File: src/rtl/fifo_arb_pkg.sv
// Shared types and helpers for the FIFO write-port arbiter.
package fifo_arb_pkg;

    typedef enum logic {ARB_IDLE, ARB_BURST} arb_state_e;

    localparam int BEAT_CNT_W = 8;

    // Index/counter width that stays at least one bit for tiny ranges.
    function automatic int idx_width(input int n);
        return (n <= 2) ? 1 : $clog2(n);
    endfunction

endpackage

File: src/rtl/fifo_wr_arbiter_if.sv
// Requester handshake plus FIFO write-port signals; master = arbiter side.
interface fifo_wr_arbiter_if #(
    parameter int NUM_REQ       = 4,
    parameter int DATA_WIDTH    = 32,
    parameter int ADDRESS_WIDTH = 5
);
    import fifo_arb_pkg::*;

    localparam int GRANT_W = idx_width(NUM_REQ);

    logic [NUM_REQ-1:0]            req_valid;
    logic [NUM_REQ*DATA_WIDTH-1:0] req_data;
    logic [NUM_REQ-1:0]            req_last;
    logic [NUM_REQ-1:0]            req_ready;
    logic [DATA_WIDTH-1:0]         wdata;
    logic                          write_enable;
    logic                          wfull;
    logic                          wr_almost_ful;
    logic [ADDRESS_WIDTH:0]        wr_level;
    logic                          overflow;
    logic [GRANT_W-1:0]            grant_id;
    logic                          busy;
    logic                          ovf_err;

    modport master (
        input  req_valid, req_data, req_last, wfull, wr_almost_ful, wr_level, overflow,
        output req_ready, wdata, write_enable, grant_id, busy, ovf_err
    );

    modport slave (
        output req_valid, req_data, req_last, wfull, wr_almost_ful, wr_level, overflow,
        input  req_ready, wdata, write_enable, grant_id, busy, ovf_err
    );

endinterface

File: src/rtl/fifo_rr_pick.sv
// Combinational round-robin picker: first set req bit at or after rr_ptr, wrapping.
module fifo_rr_pick
    import fifo_arb_pkg::*;
#(
    parameter int NUM_REQ = 4,
    parameter int PTR_W   = idx_width(NUM_REQ)
) (
    input  logic [NUM_REQ-1:0] req,
    input  logic [PTR_W-1:0]   rr_ptr,
    output logic               any_req,
    output logic [PTR_W-1:0]   pick
);

    localparam logic [PTR_W:0] NUM_V = (PTR_W+1)'(NUM_REQ);

    logic [PTR_W:0]   sum;
    logic [PTR_W-1:0] idx;

    assign any_req = |req;

    // Scan farthest offset first so the nearest valid index wins.
    always_comb begin
        pick = rr_ptr;
        sum  = '0;
        idx  = '0;
        for (int off = NUM_REQ - 1; off >= 0; off--) begin
            sum = {1'b0, rr_ptr} + (PTR_W+1)'(off);
            if (sum >= NUM_V) begin
                sum = sum - NUM_V;
            end
            idx = sum[PTR_W-1:0];
            if (req[idx]) begin
                pick = idx;
            end
        end
    end

endmodule

File: src/rtl/fifo_wr_arbiter.sv
// Round-robin burst arbiter for the write port of async_fifo_int_mem.
// state     | meaning
// ARB_IDLE  | no grant held; arbitrate among valid requesters (one-cycle bubble)
// ARB_BURST | grant_id owns the write port until last beat, burst cap or stall timeout
module fifo_wr_arbiter
    import fifo_arb_pkg::*;
#(
    parameter int NUM_REQ       = 4,
    parameter int DATA_WIDTH    = 32,
    parameter int ADDRESS_WIDTH = 5,
    parameter int MAX_BURST     = 8,
    parameter int AFULL_GATE    = 1,
    parameter int STALL_TIMEOUT = 16
) (
    input  logic              wclk,
    input  logic              sw_rst,
    fifo_wr_arbiter_if.master bus
);

    localparam int GW    = idx_width(NUM_REQ);
    localparam int SW    = idx_width(STALL_TIMEOUT);
    localparam int DEPTH = 1 << ADDRESS_WIDTH;

    localparam logic [ADDRESS_WIDTH+1:0] DEPTH_V     = (ADDRESS_WIDTH+2)'(DEPTH);
    localparam logic [BEAT_CNT_W-1:0]    LAST_BEAT   = BEAT_CNT_W'(MAX_BURST - 1);
    localparam logic [SW-1:0]            STALL_LIMIT = SW'(STALL_TIMEOUT - 1);
    localparam logic [GW-1:0]            LAST_PTR    = GW'(NUM_REQ - 1);

    arb_state_e              state_q, state_d;
    logic [GW-1:0]           grant_id_q, grant_id_d;
    logic [GW-1:0]           rr_ptr_q, rr_ptr_d;
    logic                    busy_q, busy_d;
    logic                    write_enable_q, write_enable_d;
    logic                    ovf_err_q, ovf_err_d;
    logic [DATA_WIDTH-1:0]   wdata_q, wdata_d;
    logic [BEAT_CNT_W-1:0]   beat_cnt_q, beat_cnt_d;
    logic [SW-1:0]           stall_cnt_q, stall_cnt_d;

    logic                    any_req;
    logic [GW-1:0]           pick;
    logic [ADDRESS_WIDTH+1:0] level_sum;
    logic                    space_ok;
    logic                    own_valid;
    logic                    own_last;
    logic [DATA_WIDTH-1:0]   own_data;
    logic                    accept;
    logic                    gate_ok;
    logic [GW-1:0]           next_ptr;

    fifo_rr_pick #(
        .NUM_REQ (NUM_REQ),
        .PTR_W   (GW)
    ) u_pick (
        .req     (bus.req_valid),
        .rr_ptr  (rr_ptr_q),
        .any_req (any_req),
        .pick    (pick)
    );

    // The registered write_enable is the beat the FIFO has not counted yet.
    assign level_sum = {1'b0, bus.wr_level} + {{(ADDRESS_WIDTH+1){1'b0}}, write_enable_q};
    assign space_ok  = !bus.wfull && (level_sum < DEPTH_V);
    assign own_valid = bus.req_valid[grant_id_q];
    assign own_last  = bus.req_last[grant_id_q];
    assign own_data  = bus.req_data[grant_id_q*DATA_WIDTH +: DATA_WIDTH];
    assign accept    = (state_q == ARB_BURST) && own_valid && space_ok;
    assign gate_ok   = (AFULL_GATE == 0) || !bus.wr_almost_ful;
    assign next_ptr  = (grant_id_q == LAST_PTR) ? '0 : grant_id_q + 1'b1;

    always_comb begin
        bus.req_ready = '0;
        if (state_q == ARB_BURST) begin
            bus.req_ready[grant_id_q] = space_ok;
        end
    end

    always_comb begin
        state_d        = state_q;
        grant_id_d     = grant_id_q;
        rr_ptr_d       = rr_ptr_q;
        busy_d         = busy_q;
        write_enable_d = 1'b0;
        wdata_d        = wdata_q;
        beat_cnt_d     = beat_cnt_q;
        stall_cnt_d    = stall_cnt_q;
        ovf_err_d      = ovf_err_q | bus.overflow;
        case (state_q)
            ARB_IDLE: begin
                if (any_req && gate_ok) begin
                    state_d     = ARB_BURST;
                    grant_id_d  = pick;
                    busy_d      = 1'b1;
                    beat_cnt_d  = '0;
                    stall_cnt_d = '0;
                end
            end
            ARB_BURST: begin
                if (accept) begin
                    write_enable_d = 1'b1;
                    wdata_d        = own_data;
                    beat_cnt_d     = beat_cnt_q + 1'b1;
                    stall_cnt_d    = '0;
                    if (own_last || (beat_cnt_q == LAST_BEAT)) begin
                        state_d  = ARB_IDLE;
                        busy_d   = 1'b0;
                        rr_ptr_d = next_ptr;
                    end
                end else if (!own_valid) begin
                    // Waiting on FIFO space is not a stall; only an absent requester is.
                    stall_cnt_d = stall_cnt_q + 1'b1;
                    if ((STALL_TIMEOUT != 0) && (stall_cnt_q == STALL_LIMIT)) begin
                        state_d  = ARB_IDLE;
                        busy_d   = 1'b0;
                        rr_ptr_d = next_ptr;
                    end
                end
            end
            default: begin
                state_d = ARB_IDLE;
            end
        endcase
    end

    always_ff @(posedge wclk) begin
        if (sw_rst) begin
            state_q        <= ARB_IDLE;
            grant_id_q     <= '0;
            rr_ptr_q       <= '0;
            busy_q         <= 1'b0;
            write_enable_q <= 1'b0;
            wdata_q        <= '0;
            beat_cnt_q     <= '0;
            stall_cnt_q    <= '0;
            ovf_err_q      <= 1'b0;
        end else begin
            state_q        <= state_d;
            grant_id_q     <= grant_id_d;
            rr_ptr_q       <= rr_ptr_d;
            busy_q         <= busy_d;
            write_enable_q <= write_enable_d;
            wdata_q        <= wdata_d;
            beat_cnt_q     <= beat_cnt_d;
            stall_cnt_q    <= stall_cnt_d;
            ovf_err_q      <= ovf_err_d;
        end
    end

    assign bus.write_enable = write_enable_q;
    assign bus.wdata        = wdata_q;
    assign bus.grant_id     = grant_id_q;
    assign bus.busy         = busy_q;
    assign bus.ovf_err      = ovf_err_q;

endmodule

File: src/flat_wrapper.sv
// flat-port wrapper written by rule: the top's interface ports become plain ports
module fifo_wr_arbiter_flat import fifo_arb_pkg::*;
#(
    parameter int NUM_REQ       = 4,
    parameter int DATA_WIDTH    = 32,
    parameter int ADDRESS_WIDTH = 5,
    parameter int MAX_BURST     = 8,
    parameter int AFULL_GATE    = 1,
    parameter int STALL_TIMEOUT = 16
)
  (wclk, sw_rst, bus_req_valid, bus_req_data, bus_req_last, bus_wfull, bus_wr_almost_ful, bus_wr_level, bus_overflow, bus_req_ready, bus_wdata, bus_write_enable, bus_grant_id, bus_busy, bus_ovf_err);
  fifo_wr_arbiter_if #(.NUM_REQ(NUM_REQ), .DATA_WIDTH(DATA_WIDTH), .ADDRESS_WIDTH(ADDRESS_WIDTH)) bus_i ();
  input  logic wclk;
  input  logic sw_rst;
  input wire logic [$bits(bus_i.req_valid)-1:0] bus_req_valid;
  input wire logic [$bits(bus_i.req_data)-1:0] bus_req_data;
  input wire logic [$bits(bus_i.req_last)-1:0] bus_req_last;
  input wire logic [$bits(bus_i.wfull)-1:0] bus_wfull;
  input wire logic [$bits(bus_i.wr_almost_ful)-1:0] bus_wr_almost_ful;
  input wire logic [$bits(bus_i.wr_level)-1:0] bus_wr_level;
  input wire logic [$bits(bus_i.overflow)-1:0] bus_overflow;
  output wire logic [$bits(bus_i.req_ready)-1:0] bus_req_ready;
  output wire logic [$bits(bus_i.wdata)-1:0] bus_wdata;
  output wire logic [$bits(bus_i.write_enable)-1:0] bus_write_enable;
  output wire logic [$bits(bus_i.grant_id)-1:0] bus_grant_id;
  output wire logic [$bits(bus_i.busy)-1:0] bus_busy;
  output wire logic [$bits(bus_i.ovf_err)-1:0] bus_ovf_err;
  assign bus_i.req_valid = bus_req_valid;
  assign bus_i.req_data = bus_req_data;
  assign bus_i.req_last = bus_req_last;
  assign bus_i.wfull = bus_wfull;
  assign bus_i.wr_almost_ful = bus_wr_almost_ful;
  assign bus_i.wr_level = bus_wr_level;
  assign bus_i.overflow = bus_overflow;
  assign bus_req_ready = bus_i.req_ready;
  assign bus_wdata = bus_i.wdata;
  assign bus_write_enable = bus_i.write_enable;
  assign bus_grant_id = bus_i.grant_id;
  assign bus_busy = bus_i.busy;
  assign bus_ovf_err = bus_i.ovf_err;
  fifo_wr_arbiter #(.NUM_REQ(NUM_REQ), .DATA_WIDTH(DATA_WIDTH), .ADDRESS_WIDTH(ADDRESS_WIDTH), .MAX_BURST(MAX_BURST), .AFULL_GATE(AFULL_GATE), .STALL_TIMEOUT(STALL_TIMEOUT)) u_core (.wclk(wclk), .sw_rst(sw_rst), .bus(bus_i));
endmodule
File: config.mk
export PLATFORM = sky130hd
export DESIGN_NAME = fifo_wr_arbiter_flat
export DESIGN_NICKNAME = d
export VERILOG_FILES = /design/src/rtl/fifo_arb_pkg.sv /design/src/rtl/fifo_wr_arbiter_if.sv /design/src/rtl/fifo_rr_pick.sv /design/src/rtl/fifo_wr_arbiter.sv /design/src/flat_wrapper.sv
export SDC_FILE = /design/constraint.sdc
export NUM_CORES = 1
export LEC_CHECK = 0
export ABC_AREA = 1
export BUFFER_PORTS_ARGS = -buffer_cell sky130_fd_sc_hd__clkbuf_2
export CORE_MARGIN = 3
export CORE_UTILIZATION = 40
export CTS_CLUSTER_SIZE = 30
export DETAILED_ROUTE_END_ITERATION = 6
export GPL_TIMING_DRIVEN = 1
export PLACE_DENSITY = 0.88
export REMOVE_ABC_BUFFERS = 1
export SYNTH_ARGS = -nofsm -noshare
export SYNTH_HDL_FRONTEND = slang
export SYNTH_HIERARCHICAL = 1
export SYNTH_SLANG_ARGS = --single-unit
File: constraint.sdc
create_clock -name wclk -period 1.8 [get_ports wclk]
set_input_delay 0.54 -clock wclk [delete_from_list [all_inputs] [get_ports wclk]]
set_output_delay 0.54 -clock wclk [all_outputs]
set_load 0.01 [all_outputs]
==> metrics.md, run 1 <==
| Metric | Value |
|---|---|
| Outcome | finished, final reports clean |
| Vias in the first global route | 3640 |
| Share of layout cells above drive strength 1 | 0.319 |
| 1st-pass router iterations | 4 |
| Yosys top cell by area | dfxtp_1 |
| Clock power frac | 0.259 |
| Internal Power | 1840 uW |
| Switching Share | 0.310 |
| Top_reg_cell synth | dfxtp_1 |
| Tcrit/Tclk final | 0.962 |
| Switching power | between 800 and 900 uW |
| YS warnings | 6 |
| # clock sinks | 52 |
| Most common cell in the synthesized netlist | nor2_1 |
| GRT Overall Usage | 0.203 |
| Synth area leaders | dfxtp_1, nor2_1, o21ai_0, nand2_1, a31oi_1 |
| Die area | 0.00945 sq mm |
| Min-delay worst type | input pin to flop |
| Max Clk Rate | slightly below 0.6 GHz |
| Maximum fanout along the worst path | 38 |
| Combinational power share | 0.281 |
| Cell area after layout | ~0.0045 sq mm |
| Async SR Flop Fraction | 0 |
| Port buffer count | between 150 and 200 |
| Final setup violation count | 0 |
| Antenna Violating Nets Remaining | 0 |
| Clk_lat worst skew | 0.30 ns |
| Critical path class | flop to output port |
| Largest net degree at the start of global routing | between 40 and 50 |
| Post-synth EDFFs | 0 |
| Seq cells post-synth | 52 |
| Detail Placement HPWL | 7.97 mm |
| Inserted Clock Buffers | 5 |
| Peak supply drop | 0.325 mV |
| Slew HR | 0.730 |
| CTS clk-pin slew, worst paths | 0.09 ns |
| Fillers | 781 |
| CTS HTree Levels | 2 |
| Final hold violations | 0 |
| Via total after detailed routing | 4038 |
| Die W | about 100 um |
| Starting Density | 0.422 |
| Max-Cap Viols | 0 |
| Die span in y | 97.2 um |
| Clk buf depth | 2 |
| Syn avg cell area | 6.04 sq um |
| # rows | 32 |
| Worst Hold Slack | roughly 0.44 ns |
| Crit end category | output port |
| PwrDens | slightly below 600 mW/mm^2 |
| Gr ovfl total | 0 |
| Placed cells | 822 |
| Critical Path RT | about 1.3 ns |
| Total wire length | approximately 10 mm |
| CORE AREA | 0.00789 sq mm |
| Placed Area | 0.00438 sq mm |
| Post-Syn Instances | 551 |
| Final min period | about 1.7 ns |
| Cts hold-fix bufs | 0 |
| Share of the synthesized area in the top cell type | 0.313 |
| Initial antenna violation count | 0 |
| Leak | about 0.0024 uW |
| Synth Cell Area | 0.00333 sq mm |
| Yosys cell types | 27 |
| Register area share after synthesis | 0.313 |
| Via density | 4.83 |
| Setup_tns | 0 ns |
| Ant. Diodes | 0 |
| First-pass GRT wire length | approximately 16 mm |
| Cell Count, Final, Fillers Out | 836 |
| Synth-to-layout area growth | 36.6% |
| Crit path DAT | 1.19 ns |
| Commonest cells in the netlist | nor2_1, o21ai_0, nand2_1 |
| GPL Wtd Cong | 0.896 |
| CTS tree | yes |
| Slew Viols, Final | 0 |
| Kind of start point of the critical path | flop |
| Nets | 886 |
| Worst Max-Slew Pin Slew | around 0.41 ns |
| Worst Skew | 0.00676 ns |
| Sequential power share | 0.460 |
| Routed len/inst | 12.0 um |
| Post-route DRC | 0 |
| Root buffer cell | clkbuf_8 |
| IO Pins | between 150 and 200 |
| Initial DRC count | 178 |
-- worst max-delay path, stage by stage (launching register included) --
cell and delay (ns):
dfxtp_4 0.43, buf_12 0.12, buf_12 0.17, clkbuf_2 0.16
-- cell type report --
| class | instances | area, sq um | share of cell area |
|---|---|---|---|
| Inverter | 40 | 168 | 0.0369 |
| Sequential cell | 52 | 1050 | 0.231 |
| Clock inverter | 1 | 7.51 | 0.00165 |
| Clock buffer | 7 | 86.3 | 0.0190 |
| Timing Repair Buffer | 208 | 1140 | 0.252 |
| Tap cell | 102 | 128 | 0.0281 |
| Multi-Input combinational cell | 426 | 1960 | 0.432 |
-- worst paths after layout --
check	startpoint	end	slack (ns)	depth (start not counted)
worst max-delay path	u_core/bus.grant_id[0]	bus_grant_id[0]	0.07	3
worst min-delay path	bus_overflow	u_core/bus.ovf_err	0.44	3
worst max register to register	u_core/rr_ptr_q[0]	u_core/bus.grant_id[1]	0.17	9
worst min register to register	u_core/bus.ovf_err	u_core/bus.ovf_err	0.47	2
-- cells by family after synthesis --
| family | synth area share |
|---|---|
| flip-flops | 0.313 |
| adder cells (fa/ha/maj) | 0.0226 |
| AND/OR/NAND/NOR | 0.319 |
| AO/OA/AOI/OAI | 0.243 |
| buffers and inverters | 0.0970 |
| XOR/XNOR | 0.00526 |
-- registers in the layout (all words and copies together), names as in the netlist --
signal and cells:
u_core/bus.wdata 32, u_core/beat_cnt_q 8, u_core/stall_cnt_q 4, u_core/bus.grant_id 2, u_core/rr_ptr_q 2, u_core/bus.busy 1, u_core/bus.ovf_err 1, u_core/bus.write_enable 1
u_core/state_q 1
-- power by group through the flow --
stage	clock network, uW	registers (uW)	logic, uW
6_report	688	1230	749
5_1_grt	769	1230	855
4_1_cts	732	1220	739
3_5_place_dp	0	1250	722
3_3_place_gp	0	1250	715
2_1_floorplan	0	1300	340
-- metal layers --
layer  up-vias  wire length (um)  GRT usage
met5         -                 0          0
met4         0               150     0.0458
met3        11               728     0.0373
met2       136              5040      0.376
met1      1715              4110      0.242
li1       2176                 -          -
-- cells in the final DEF (no fill, tap or decap) --
master / Yosys / layout
a21oi_1: 14 / 14
a31o_2: 1 / 1
a31oi_1: 32 / 32
buf_12: 0 / 4
buf_2: 14 / 2
buf_4: 1 / 17
clkbuf_1: 9 / 1
clkbuf_2: 0 / 185
clkbuf_8: 0 / 6
clkinvlp_4: 0 / 1
dfxtp_1: 52 / 49
dfxtp_2: 0 / 1
dfxtp_4: 0 / 2
ha_1: 6 / 6
inv_1: 33 / 33
inv_2: 6 / 4
inv_6: 1 / 2
inv_8: 0 / 1
nand2_1: 79 / 79
nand2_2: 5 / 5
nand3_1: 14 / 14
nand4_1: 5 / 5
nor2_1: 156 / 156
nor2_2: 1 / 1
nor2_4: 1 / 1
nor3_1: 4 / 4
nor3_2: 1 / 1
o211ai_1: 1 / 1
o21ai_0: 91 / 91
o21ai_1: 12 / 12
o31ai_1: 1 / 1
xor2_1: 2 / 2
-- through the flow --
step / power (uW) / utilization / setup WS, ns
after floorplan: 1640 / - / -1.56
after global placement: 1970 / 0.555 / 0.0633
after detailed placement: 1970 / 0.555 / 0.0341
after CTS: 2700 / 0.572 / 0.00426
after global routing: 2860 / 0.576 / -0.00363
final: 2660 / 0.576 / 0.0680
-- what timing repair did --
action | CTS | global route
resized for setup | 5 | 6
pin swaps | 0 | 1
setup buffers | 2 | 5
setup endpoints to repair | 5 | 4
gates cloned | 0 | 0
endpoints found under the hold margin | 0 | 0
Power figures use the tool's default switching activity.
==> inputs of run 2 (changes only) <==
- CORE_MARGIN: 3 -> 2
==> metrics.md, run 2 (synthesis gave the netlist of run 1 again) <==
| Metric | Value |
|---|---|
| Outcome | finished, final reports clean (unchanged) |
| Min-delay worst type | input pin to flop (unchanged) |
| Maximum fanout along the worst path | 4 (was 38) |
| Synth-to-layout area growth | 37.8% (was 36.6%) |
| Root buffer cell | clkbuf_8 (unchanged) |
| IO Pins | 188 (unchanged) |
| Antenna Violating Nets Remaining | 0 (unchanged) |
| Initial antenna violation count | 0 (unchanged) |
| Peak supply drop | 0.329 mV (was 0.325 mV) |
| Kind of start point of the critical path | flop (unchanged) |
| CORE AREA | 0.00813 sq mm (was 0.00789 sq mm) |
| RSZ-0062 raised after global routing | yes |
| Crit path DAT | 1.23 ns (was 1.19 ns) |
| 1st-pass router iterations | 4 (unchanged) |
| Worst Hold Path Cells | 3 (unchanged) |
| Commonest cells after routing, fill and taps aside | clkbuf_2, nor2_1, o21ai_0, nand2_1, dfxtp_1 (unchanged) |
| Total wire length | 9.84 mm (was 10.0 mm) |
| Worst Skew | 0.0102 ns (was 0.00676 ns) |
| Max reg flops | 32 (unchanged) |
| First-pass GRT wire length | 15.0 mm (was 16.3 mm) |
| Clk buf depth | 2 (unchanged) |
| Final worst slack | 0.0335 ns (was 0.0680 ns) |
| Crit path launch | u_core/bus.grant_id[0] (unchanged) |
| Crit end category | output port (unchanged) |
| Slew Viols, Final | 0 (unchanged) |
| Critical Path RT | 1.26 ns (about the same) |
| Reg2reg start | u_core/rr_ptr_q[0] (unchanged) |
| Share of layout cells above drive strength 1 | 0.322 (was 0.319) |
| Via total after detailed routing | 4175 (was 4038) |
| GPL Wtd Cong | 0.870 (was 0.896) |
| Ant. Diodes | 0 (unchanged) |
| Setup_tns | 0 ns (unchanged) |
| Leak | 0.00237 uW (was 0.00235 uW) |
| Critical path class | flop to output port (unchanged) |
| Die W | 95.2 um (was 97.2 um) |
| Final min period | 1.77 ns (was 1.73 ns) |
| Worst Max-Slew Pin Slew | 0.431 ns (was 0.405 ns) |
| # clock sinks | 52 (unchanged) |
| Post-route DRC | 0 (unchanged) |
| PwrDens | 612 mW/mm^2 (was 586 mW/mm^2) |
| Slew HR | 0.712 (was 0.730) |
| Detail Placement HPWL | 7.56 mm (was 7.97 mm) |
| R2R Path End | u_core/bus.grant_id[0] (was u_core/bus.grant_id[1]) |
| CTS clk-pin slew, worst paths | 0.11 ns (was 0.09 ns) |
| Vias in the first global route | 3530 (was 3640) |
| Cts hold-fix bufs | 0 (unchanged) |
| CTS tree | yes (unchanged) |
| Clk_lat worst skew | 0.30 ns (about the same) |
| Final setup violation count | 0 (unchanged) |
| Crit path to | bus_req_ready[3] (was bus_grant_id[0]) |
| Register-to-register setup slack | 0.20 ns (was 0.17 ns) |
| # rows | 33 (was 32) |
| GRT Overall Usage | 0.202 (was 0.203) |
| Gr ovfl total | 0 (unchanged) |
| Max Clk Rate | 0.566 GHz (was 0.577 GHz) |
| Inserted Clock Buffers | 5 (unchanged) |
| FF-to-FF path depth | 11 (was 9) |
| CTS HTree Levels | 2 (unchanged) |
| Setup slack at placement | 0.00947 ns (was 0.0341 ns) |
| Nets | 888 (was 886) |
| Commonest non-fill, non-tap cell in the layout | clkbuf_2 (unchanged) |
| Initial DRC count | 134 (was 178) |
| Tcrit/Tclk final | 0.981 (was 0.962) |
| Final hold violations | 0 (unchanged) |
| Port buffer count | 187 (unchanged) |
| Die span in y | 95.2 um (was 97.2 um) |
| Die area | 0.00907 sq mm (was 0.00945 sq mm) |
| Final core occ | 0.564 (was 0.576) |
| Fillers | 806 (was 781) |
| Routed len/inst | 11.7 um (was 12.0 um) |
| Starting Density | 0.409 (was 0.422) |
| Largest net degree at the start of global routing | 39 (was 42) |
| Via density | 4.96 (was 4.83) |
| Max-Cap Viols | 0 (unchanged) |
-- run 2: changes by cell type in the layout (fill, tap and decap cells not counted), moves of 2 or more --
cell | before | now
buf_2 | 2 | 4
buf_4 | 17 | 19
inv_4 | 0 | 2
clkbuf_2 | 185 | 183
-- run 2: worst min path at each step --
stage | to | slack, ns | from
after detailed placement | u_core/bus.ovf_err | 0.46 | u_core/bus.ovf_err
after global routing | u_core/bus.ovf_err | 0.44 | bus_overflow
after CTS | u_core/bus.ovf_err | 0.43 | bus_overflow
after floorplan | u_core/beat_cnt_q[0] | 0.45 | u_core/beat_cnt_q[0]
final | u_core/bus.ovf_err | 0.44 | bus_overflow
after global placement | u_core/bus.ovf_err | 0.44 | u_core/bus.ovf_err
-- run 2: worst max-delay path: stages (launching register included) --
cell     delay (ns)
dfxtp_4        0.38
buf_6          0.13
ha_1           0.18
inv_1          0.07
nor2_1         0.05
buf_2          0.13
-- run 2: what timing repair did --
item,in CTS,in global routing
pin swaps,1,2
endpoints found under the setup margin,4,6
gates resized for setup,6,10
endpoints found under the hold margin,0,0
setup buffers,2,5
-- run 2: per-layer routing --
metal | track usage | share of wire
met1 | 0.243 | 0.43
met2 | 0.370 | 0.50
met3 | 0.0300 | 0.063
met4 | 0.0604 | 0.015
met5 | 0 | 0
-- run 2: power by group --
| part | internal, uW | switching, uW |
|---|---|---|
| Clock | 419 | 404 |
| Combinational | 333 | 423 |
| Sequential | 1190 | 33.0 |
-- run 2: cell type report --
cell class                 count  area, sq um  share of cell area
tap                          105          131              0.0286
sequential                    52         1050               0.229
multi-input combinational    426         1970               0.430
clock inverter                 3         46.3              0.0101
inverter                      40          168              0.0366
clock buffer                   5         68.8              0.0150
timing repair buffer         210         1150               0.251
-- run 2: per-stage QoR --
| stage | power, uW | std cells | cell area [sq um] | hold slack [ns] |
|---|---|---|---|---|
| global route | 3000 | 841 | 4590 | 0.439 |
| finish | 2810 | 841 | 4590 | 0.438 |
| global placement | 1970 | 826 | 4390 | 0.442 |
| floorplan | 1640 | 518 | 3160 | 0.448 |
| detailed placement | 1980 | 826 | 4390 | 0.462 |
| CTS | 2820 | 836 | 4530 | 0.427 |
